--- src/rtl/opponent_state_rx.sv ---
// opponent_state_rx: parses the opponent game-state frame from the RMII dibit stream and commits it atomically.
// Optional destination-MAC filtering is enabled with `define OPP_RX_ADDR_FILTER_EN.
module opponent_state_rx #(
   parameter logic [15:0] ETHERTYPE = 16'h88B5,
   parameter logic [47:0] MY_MAC    = 48'h02_00_00_00_00_02,
   parameter logic [10:0] MAX_COORD = 11'd511,
   parameter logic [10:0] RESET_X   = 11'd319,
   parameter logic [10:0] RESET_Y   = 11'd319,
   parameter logic [8:0]  RESET_DIR = 9'd270
) (
   input  logic        clk_in,
   input  logic        rstn_in,
   input  logic        axiiv,
   input  logic [1:0]  axiid,
   output logic [10:0] opponent_x,
   output logic [10:0] opponent_y,
   output logic [8:0]  opponent_dir,
   output logic [1:0]  opponent_stat,
   output logic        update_out,
   output logic        err_out,
   output logic [7:0]  frame_cnt
);
   typedef enum logic [2:0] {GAP, IDLE, HDR, PAYLOAD, TAIL} state_t;
   state_t state, state_n;
   logic [6:0]  cnt;
   logic [5:0]  byte_sr;
   logic [39:0] sh;
   logic [7:0]  byte_w;
   logic        et_bad, addr_bad, rx, trunc, done, ok;
   assign byte_w = {axiid, byte_sr};
   assign rx     = axiiv && (state == HDR || state == PAYLOAD);
   assign trunc  = !axiiv && (state == HDR || state == PAYLOAD);
   assign done   = !axiiv && state == TAIL;
   assign ok     = !et_bad && !addr_bad && sh[39:29] <= MAX_COORD &&
                   sh[28:18] <= MAX_COORD && sh[17:9] <= 9'd359;
`ifdef OPP_RX_ADDR_FILTER_EN
   always_ff @(posedge clk_in or negedge rstn_in)
      if (!rstn_in) addr_bad <= 1'b0;
      else if (rx && cnt == 7'd23)
         addr_bad <= !({sh, byte_w} == MY_MAC || {sh, byte_w} == 48'hFFFF_FFFF_FFFF);
`else
   logic unused_mac;
   assign unused_mac = ^MY_MAC;
   assign addr_bad   = 1'b0;
`endif
   always_ff @(posedge clk_in or negedge rstn_in)
      if (!rstn_in) state <= GAP;
      else state <= state_n;
   always_comb begin
      state_n = state;
      case (state)
         GAP:     state_n = axiiv ? GAP : IDLE;
         IDLE:    state_n = axiiv ? HDR : IDLE;
         HDR:     state_n = !axiiv ? IDLE : (cnt == 7'd55 ? PAYLOAD : HDR);
         PAYLOAD: state_n = !axiiv ? IDLE : (cnt == 7'd75 ? TAIL : PAYLOAD);
         TAIL:    state_n = axiiv ? TAIL : IDLE;
         default: state_n = GAP;
      endcase
   end
   // cnt is the absolute dibit index; it freezes in TAIL so padding length is irrelevant
   always_ff @(posedge clk_in or negedge rstn_in)
      if (!rstn_in) begin
         cnt     <= '0;
         byte_sr <= '0;
         sh      <= '0;
         et_bad  <= 1'b0;
      end else begin
         if (state_n == IDLE) cnt <= '0;
         else if (axiiv && (state == IDLE || rx)) cnt <= cnt + 7'd1;
         if (axiiv && (state == IDLE || rx)) byte_sr <= {axiid, byte_sr[5:2]};
         if (rx && cnt[1:0] == 2'd3) sh <= {sh[31:0], byte_w};
         if (rx && cnt == 7'd55) et_bad <= {sh[7:0], byte_w} != ETHERTYPE;
      end
   always_ff @(posedge clk_in or negedge rstn_in)
      if (!rstn_in) begin
         opponent_x    <= RESET_X;
         opponent_y    <= RESET_Y;
         opponent_dir  <= RESET_DIR;
         opponent_stat <= 2'd0;
         update_out    <= 1'b0;
         err_out       <= 1'b0;
         frame_cnt     <= 8'd0;
      end else begin
         update_out <= done && ok;
         err_out    <= trunc || (done && !ok);
         if (done && ok) begin
            opponent_x    <= sh[39:29];
            opponent_y    <= sh[28:18];
            opponent_dir  <= sh[17:9];
            opponent_stat <= sh[8:7];
            frame_cnt     <= frame_cnt + 8'd1;
         end
      end
endmodule

--- config.mk ---
export PLATFORM = sky130hd
export DESIGN_NAME = opponent_state_rx
export DESIGN_NICKNAME = d
export VERILOG_FILES = /design/src/rtl/opponent_state_rx.sv
export SDC_FILE = /design/constraint.sdc
export NUM_CORES = 1
export LEC_CHECK = 0
export ABC_AREA = 1
export CAP_MARGIN = 20
export CORE_ASPECT_RATIO = 1.5
export CORE_MARGIN = 2
export CORE_UTILIZATION = 50
export DETAILED_ROUTE_END_ITERATION = 8
export PLACE_DENSITY = 0.74
export SYNTH_ARGS = -nofsm -noshare
export SYNTH_HDL_FRONTEND = slang
export SYNTH_SLANG_ARGS = --single-unit
export TNS_END_PERCENT = 1
--- constraint.sdc ---
create_clock -name clk_in -period 1.3 [get_ports clk_in]
set_input_delay 0.26 -clock clk_in [delete_from_list [all_inputs] [get_ports clk_in]]
set_output_delay 0.26 -clock clk_in [all_outputs]
set_load 0.01 [all_outputs]
==> results.json, run 1 <==
{
  "status": "finished, violations left",
  "violations": "negative setup slack",
  "cp_data_required_time_ns": 1.53,
  "min_period_over_period_pct": 113,
  "die_w_microns": 78.2,
  "port_buffers": 47,
  "routed_via_density": 4.88,
  "nNetsFinal": 542,
  "tightest_slew_ns": 0.293,
  "first_iter_violations": 209,
  "min_path_type": "in -> async",
  "antenna_found_initial": 0,
  "grt_pass1_vias": 3087,
  "yosys-top-cells-area": "dfrtp_1 (50%), nand2_1 (12%), dfstp_2 (11%), o21ai_0 (5.7%), inv_1 (4.9%)",
  "drive_above_1_share_pct": 22.6,
  "die_h_microns": 115,
  "cp-start-kind": "flop",
  "syn_to_final_growth_pct": 28.7,
  "slowest_stage": "dfrtp_1",
  "synth_ff_type": "dfrtp_1",
  "ioPinCount": 48,
  "cts_tree": "done",
  "critPathArrivalTime_ns": 1.70,
  "syn_area_sq_um": 4130,
  "clk_pin_slew_ns": 0.06,
  "yosysMostFrequentCell": "nand2_1",
  "slew_headroom_pct": 80.3,
  "netlist.area_leader.share_pct": 49.7,
  "synth_edf_count": 0,
  "syn_inst": 449,
  "critPathKind": "reg -> reg",
  "wirelength_mm": 8.06,
  "peakVddDrop_uv": 896,
  "rows": 40,
  "critPathMostFrequentCell": "nand2_2",
  "finalMaxSlewViolations": 0,
  "synth_top_area_cell": "dfrtp_1",
  "ys_types": 27,
  "cts.sinks": 100,
  "dp_hpwl_mm": 5.45,
  "cts_max_level": 3,
  "end_kind": "flop",
  "ant_nets": 0,
  "clockRootBuffer": "clkbuf_16",
  "clk_latency_ns": 0.34,
  "grt_max_degree": 81,
  "syn-num-nets": 456,
  "grt_usage_pct": 19.6,
  "routedWlPerCell_microns": 12.5,
  "crit_buf_inv": 1,
  "ys_async_sr_fraction_pct": 100,
  "hold_ws_ns": 0.295,
  "path_cells": "ha_2, nand2_2, nor2_2, nand2_2, nor2_2, nor2_1, nand2_1, nand2_2, inv_2, nor2_1",
  "drc_errors": 0,
  "fin_skew_ns": 0.00593,
  "initial_core_util_pct": 51.6,
  "first_pass_iters": 5,
  "fmax_mhz": 682,
  "cpPeakStageDelay_ns": 0.37,
  "critPathMaxFanout": 5,
  "fin_util_pct": 66.4,
  "vias": 3145,
  "setup_ws_ns": -0.167,
  "finalSetupViolCount": 91,
  "grt_pass1_wl_mm": 13.8,
  "yosysWarningCount": 0,
  "core_sq_um": 8010,
  "insertedDiodeCount": 0,
  "ctsLongestPathBuffers": 2,
  "numCtsBuffers": 9,
  "power_density_nw_per_um2": 1340,
  "hold_violations": 0,
  "grt_overflow": 0,
  "fin_crit_ns": 1.47,
  "cpLargestDelayFamily": "simple AND/OR/NAND/NOR gates",
  "ys_ff_latch": 100,
  "ys_seq_area_share_pct": 61.1,
  "globalplace.congestion": 0.858,
  "leakagePower_nw": 2.60,
  "drv_cap": 0,
  "synthTopCellsByCount": "nand2_1 (135), dfrtp_1 (82), inv_1 (54), o21ai_0 (47), o21ai_1 (26)",
  "syn_area_per_cell_sq_um": 9.20,
  "dieArea_sq_um": 9020,
  "rsz0062_at_grt": "yes"
}
## per-stage QoR
step / setup TNS, ns / power, mW / instance area (sq um) / setup WS (ns) / cells
3_3_place_gp: -23.26 / 4.17 / 4990 / -0.350 / 624
3_5_place_dp: -25.01 / 4.20 / 4990 / -0.461 / 624
5_1_grt: -14.06 / 7.45 / 5320 / -0.248 / 645
4_1_cts: -5.41 / 7.14 / 5240 / -0.166 / 643
6_report: -6.18 / 7.11 / 5320 / -0.167 / 645
2_1_floorplan: -0.225 / 3.87 / 4130 / -0.0239 / 449
## area by class of cell
| cell class | instances | area [sq um] |
|---|---|---|
| clock buffer | 12 | 267 |
| clock inverter | 4 | 70.1 |
| fill | 654 | 2690 |
| inverter | 59 | 221 |
| multi-input combinational | 274 | 1350 |
| sequential | 100 | 2520 |
| tap | 105 | 131 |
| timing repair buffer | 91 | 749 |
## placed cells by master, fill, tap and decap left out, types with 4 or more instances in the layout
cell type and n:
dlygate4sd2_1 17, inv_2 6, nand3_1 5, dfstp_2 18, nor2_2 4, nand4_1 8, buf_4 39, dfrtp_1 82
nand2_1 131, inv_1 53, clkbuf_16 9, buf_12 4, nor2_1 19, o21ai_0 46, buf_2 17, nand2_2 4
xnor2_1 4, nor3_1 4, clkdlybuf4s15_1 8, xor2_1 6, o21ai_1 25
## power breakdown
| group | switching, mW | internal (mW) |
|---|---|---|
| clock | 1.09 | 1.84 |
| sequential | 0.131 | 3.34 |
| combinational | 0.417 | 0.293 |
## sequential cells by signal, summed over array words and instances (netlist names), 2 cells and up
| name | cells |
|---|---|
| sh | 40 |
| state | 3 |
| opponent_x | 11 |
| opponent_stat | 2 |
| byte_sr | 6 |
| cnt | 7 |
| opponent_y | 11 |
| opponent_dir | 9 |
| frame_cnt | 8 |
## metal layers
metal	vias up	track usage (%)	part of all wire [%]
met5	-	0	0
met4	0	8.77	1.3
met3	9	3.77	2.8
met1	1497	24.0	42
li1	1591	-	-
met2	48	33.6	53
## cell families (layout without fill, tap and decap cells)
group	count (synthesis)	after routing	share of synthesized area (%)
AND/OR/NAND/NOR	182	182	18.6
XOR/XNOR	10	10	2.12
flip-flops	100	100	61.1
adder cells (fa/ha/maj)	2	2	0.606
buffers and inverters	75	166	7.66
AO/OA/AOI/OAI	80	80	9.93
## final timing paths
| check | start | end | slack [ns] | depth (start not counted) |
|---|---|---|---|---|
| worst min-delay path | rstn_in | opponent_y[6] | 0.29 | 2 |
| worst min register to register | opponent_y[9] | opponent_y[9] | 0.46 | 2 |
| min in group clk_in | opponent_y[9] | opponent_y[9] | 0.46 | 2 |
| worst max-delay path | cnt[1] | cnt[3] | -0.17 | 10 |
| worst max register to register | cnt[1] | cnt[3] | -0.17 | 10 |
| max in group asynchronous | rstn_in | opponent_dir[3] | 0.45 | 3 |
## what timing repair did
action,4_1_cts,5_1_grt
gates cloned,0,0
setup buffers,2,2
pin swaps,0,7
hold endpoints to repair,69,0
hold buffers,1,0
gates resized for setup,102,21
setup endpoints to repair,134,106
No activity file was read; power rests on OpenSTA's default activity.
==> run 2, diff against run 1 <==
--- a/config.mk
+++ b/config.mk
@@ -5,7 +5,6 @@
 export SDC_FILE = /design/constraint.sdc
 export NUM_CORES = 1
 export LEC_CHECK = 0
-export ABC_AREA = 1
 export CAP_MARGIN = 20
 export CORE_ASPECT_RATIO = 1.5
 export CORE_MARGIN = 2
==> run 2 against run 1 <==
Compared with the run above: the run still ends with negative setup slack left; clock skew increased by 0.0020 ns; cell area increased by 2.1%; combinational power decreased by 41%; count of clock-buffer cells in the layout decreased by 1; sequential share of layout area decreased by 0.97 points; setup slack got worse by 0.33 ns; power decreased by 9.5%; synthesized area decreased by 1.5%; die area decreased by 1.4%; sequential cell count unchanged.
==> results.json, run 2 <==
{
  "cts.sinks": 100,
  "synth.area.mux_share_pct": 23.4,
  "synth_xor_area_share_pct": 2.80,
  "die_w_microns": 77.7,
  "yosysWarningCount": 0,
  "numCtsBuffers": 9,
  "synth_ff_type": "dfrtp_1",
  "globalplace.congestion": 0.816,
  "ioPinCount": 48,
  "rows": 40,
  "grt_usage_pct": 19.7,
  "min_period_over_period_pct": 138,
  "peakVddDrop_uv": 966,
  "reg2reg_setup_slack_ns": -0.50,
  "fin_crit_ns": 1.80,
  "largest-register": "sh",
  "largestRegisters": "sh: 40 flops, opponent_x: 11 flops, opponent_y: 11 flops",
  "routedWlPerCell_microns": 16.1,
  "cts_max_level": 3,
  "path_cells": "or3b_4, and4bb_4, nand2_8, buf_12, mux2_4",
  "p_sw_mw": 1.38,
  "seqPwrFrac_pct": 51.0,
  "slew_headroom_pct": 79.4,
  "yosys-top-cells-area": "dfrtp_1 (50%), mux2_2 (15%), dfstp_2 (12%), mux2_4 (7.4%), xnor2_1 (2.4%)",
  "drc_errors": 0,
  "switching_share_pct": 21.4,
  "first_iter_violations": 90,
  "critPathKind": "reg -> reg",
  "largest_register_ffs": 40,
  "nNetsFinal": 369,
  "leakagePower_nw": 2.75,
  "wirelength_mm": 7.58,
  "ys_types": 37,
  "synth_top_family_by_area": "multiplexers",
  "synthAdderAreaFrac_pct": 0.615,
  "clockRootBuffer": "clkbuf_16",
  "synth_top_area_cell": "dfrtp_1",
  "drv_cap": 0,
  "port_buffers": 47,
  "slowest_stage": "or3b_4",
  "final_cells": 472,
  "syn_to_final_growth_pct": 33.5,
  "rsz0062_at_grt": "yes",
  "cp-start-kind": "flop",
  "cpPeakStageDelay_ns": 0.40,
  "status": "finished, violations left",
  "fin_util_pct": 68.3,
  "grt_pass1_wl_mm": 13.3,
  "drive_above_1_share_pct": 54.2,
  "fmax_mhz": 557,
  "insertedDiodeCount": 0,
  "finalSetupViolCount": 96,
  "clk_pin_slew_ns": 0.07,
  "p_int_mw": 5.05,
  "grt_max_degree": 32,
  "vias": 2413,
  "crit_buf_inv": 1,
  "die_h_microns": 114,
  "ys_seq_area_share_pct": 62.1,
  "tightest_slew_ns": 0.304,
  "routed_via_density": 5.11,
  "dp_hpwl_mm": 5.42,
  "power.total_mw": 6.43,
  "ctsLongestPathBuffers": 2,
  "critPathMaxFanout": 12,
  "syn-num-nets": 273,
  "ant_nets": 0,
  "cp_data_required_time_ns": 1.53,
  "min_path_type": "in -> async",
  "finalMaxSlewViolations": 0,
  "end_kind": "flop",
  "setup_ws_ns": -0.496,
  "power_density_nw_per_um2": 1180,
  "critPathArrivalTime_ns": 2.03,
  "clk_latency_ns": 0.35,
  "combinationalPowerShare_pct": 6.5,
  "cts_setup_buffers": 0,
  "layout_commonest_cell": "dfrtp_1",
  "antenna_found_initial": 0,
  "initial_core_util_pct": 51.1,
  "grt_overflow": 0,
  "synth_edf_count": 0,
  "r2r_start": "state[0]",
  "cts_tree": "done",
  "reg2reg_to": "opponent_y[7]",
  "syn_area_sq_um": 4070,
  "dieArea_sq_um": 8890,
  "syn_inst": 266,
  "synth_compound_area_share_pct": 1.38,
  "yosysMostFrequentCell": "dfrtp_1",
  "cpLargestDelayFamily": "simple AND/OR/NAND/NOR gates",
  "hold_violations": 0,
  "fin_skew_ns": 0.00795,
  "synth-simple-area-share_pct": 8.18,
  "power_frac_clock_pct": 42.5,
  "violations": "negative setup slack",
  "mostFrequentLayoutCells": "dfrtp_1 (81), mux2_2 (50), buf_4 (33), mux2_4 (26), dfstp_2 (18)",
  "tns_ns": -21.49,
  "ys_async_sr_fraction_pct": 100,
  "dp_cells": 455,
  "netlist.area_leader.share_pct": 50.4,
  "core_sq_um": 7960,
  "first_pass_iters": 4,
  "synthTopCellsByCount": "dfrtp_1 (82), mux2_2 (53), mux2_4 (20), dfstp_2 (18)",
  "syn_area_per_cell_sq_um": 15.3,
  "ys_ff_latch": 100,
  "grt_pass1_vias": 2704,
  "ff2ff_path_depth": 5
}
run 2: power by group through the flow:
stage	clock, mW	sequential [mW]	combinational [mW]
5_1_grt	2.94	3.29	0.473
3_3_place_gp	0	3.33	0.380
6_report	2.73	3.28	0.421
4_1_cts	2.80	3.28	0.418
3_5_place_dp	0	3.33	0.389
2_1_floorplan	0	3.32	0.141
run 2: what timing repair did:
action,in CTS,in global routing
pin swaps,4,1
hold endpoints to repair,14,0
setup endpoints to repair,143,121
resized for setup,132,32
hold buffers,1,0
run 2: routing by layer:
| metal | global-route usage [%] | up-vias | wire, microns |
|---|---|---|---|
| li1 | - | 1138 | - |
| met1 | 22.9 | 1233 | 3020 |
| met2 | 34.4 | 32 | 4220 |
| met3 | 5.13 | 10 | 200 |
| met4 | 7.86 | 0 | 142 |
| met5 | 0 | - | 0 |
run 2: worst max path at each step:
stage	start	slack (ns)	endpoint	cells after the start
5_1_grt	state[0]	-0.53	opponent_y[7]	5
3_3_place_gp	state[0]	-0.50	opponent_y[7]	5
3_5_place_dp	state[0]	-0.55	opponent_y[7]	5
4_1_cts	state[0]	-0.51	opponent_y[7]	5
2_1_floorplan	state[0]	-0.56	opponent_dir[4]	6
6_report	state[0]	-0.50	opponent_y[7]	5
run 2: final cells by class:
class	instances	area, sq um
Sequential cell	100	2530
Fill cell	551	2530
Clock inverter	5	60.1
Clock buffer	11	253
Tap cell	105	131
Timing Repair Buffer	93	843
Inverter	2	7.51
Multi-Input combinational cell	156	1610
run 2: metrics by stage:
stage	hold slack, ns	area, sq um	setup slack (ns)
after floorplan	-0.0356	4090	-0.563
after global placement	0.178	5050	-0.504
after detailed placement	0.178	5050	-0.553
after CTS	0.352	5370	-0.505
after global routing	0.375	5430	-0.529
final	0.351	5430	-0.496
run 2: cells by family after synthesis:
kind of cell	after synthesis
and+or+nand+nor	55
adders and majority gates	2
xor gates and xnor gates	13
AOI/OAI and AO/OA	8
muxes	78
buffers and inverters	10
DFF	100
run 2: worst register-to-register path: stages, from the launching register on:
cell,delay [ns]
dfrtp_1,0.38
or3b_4,0.40
and4bb_4,0.36
nand2_8,0.09
buf_12,0.16
mux2_4,0.30
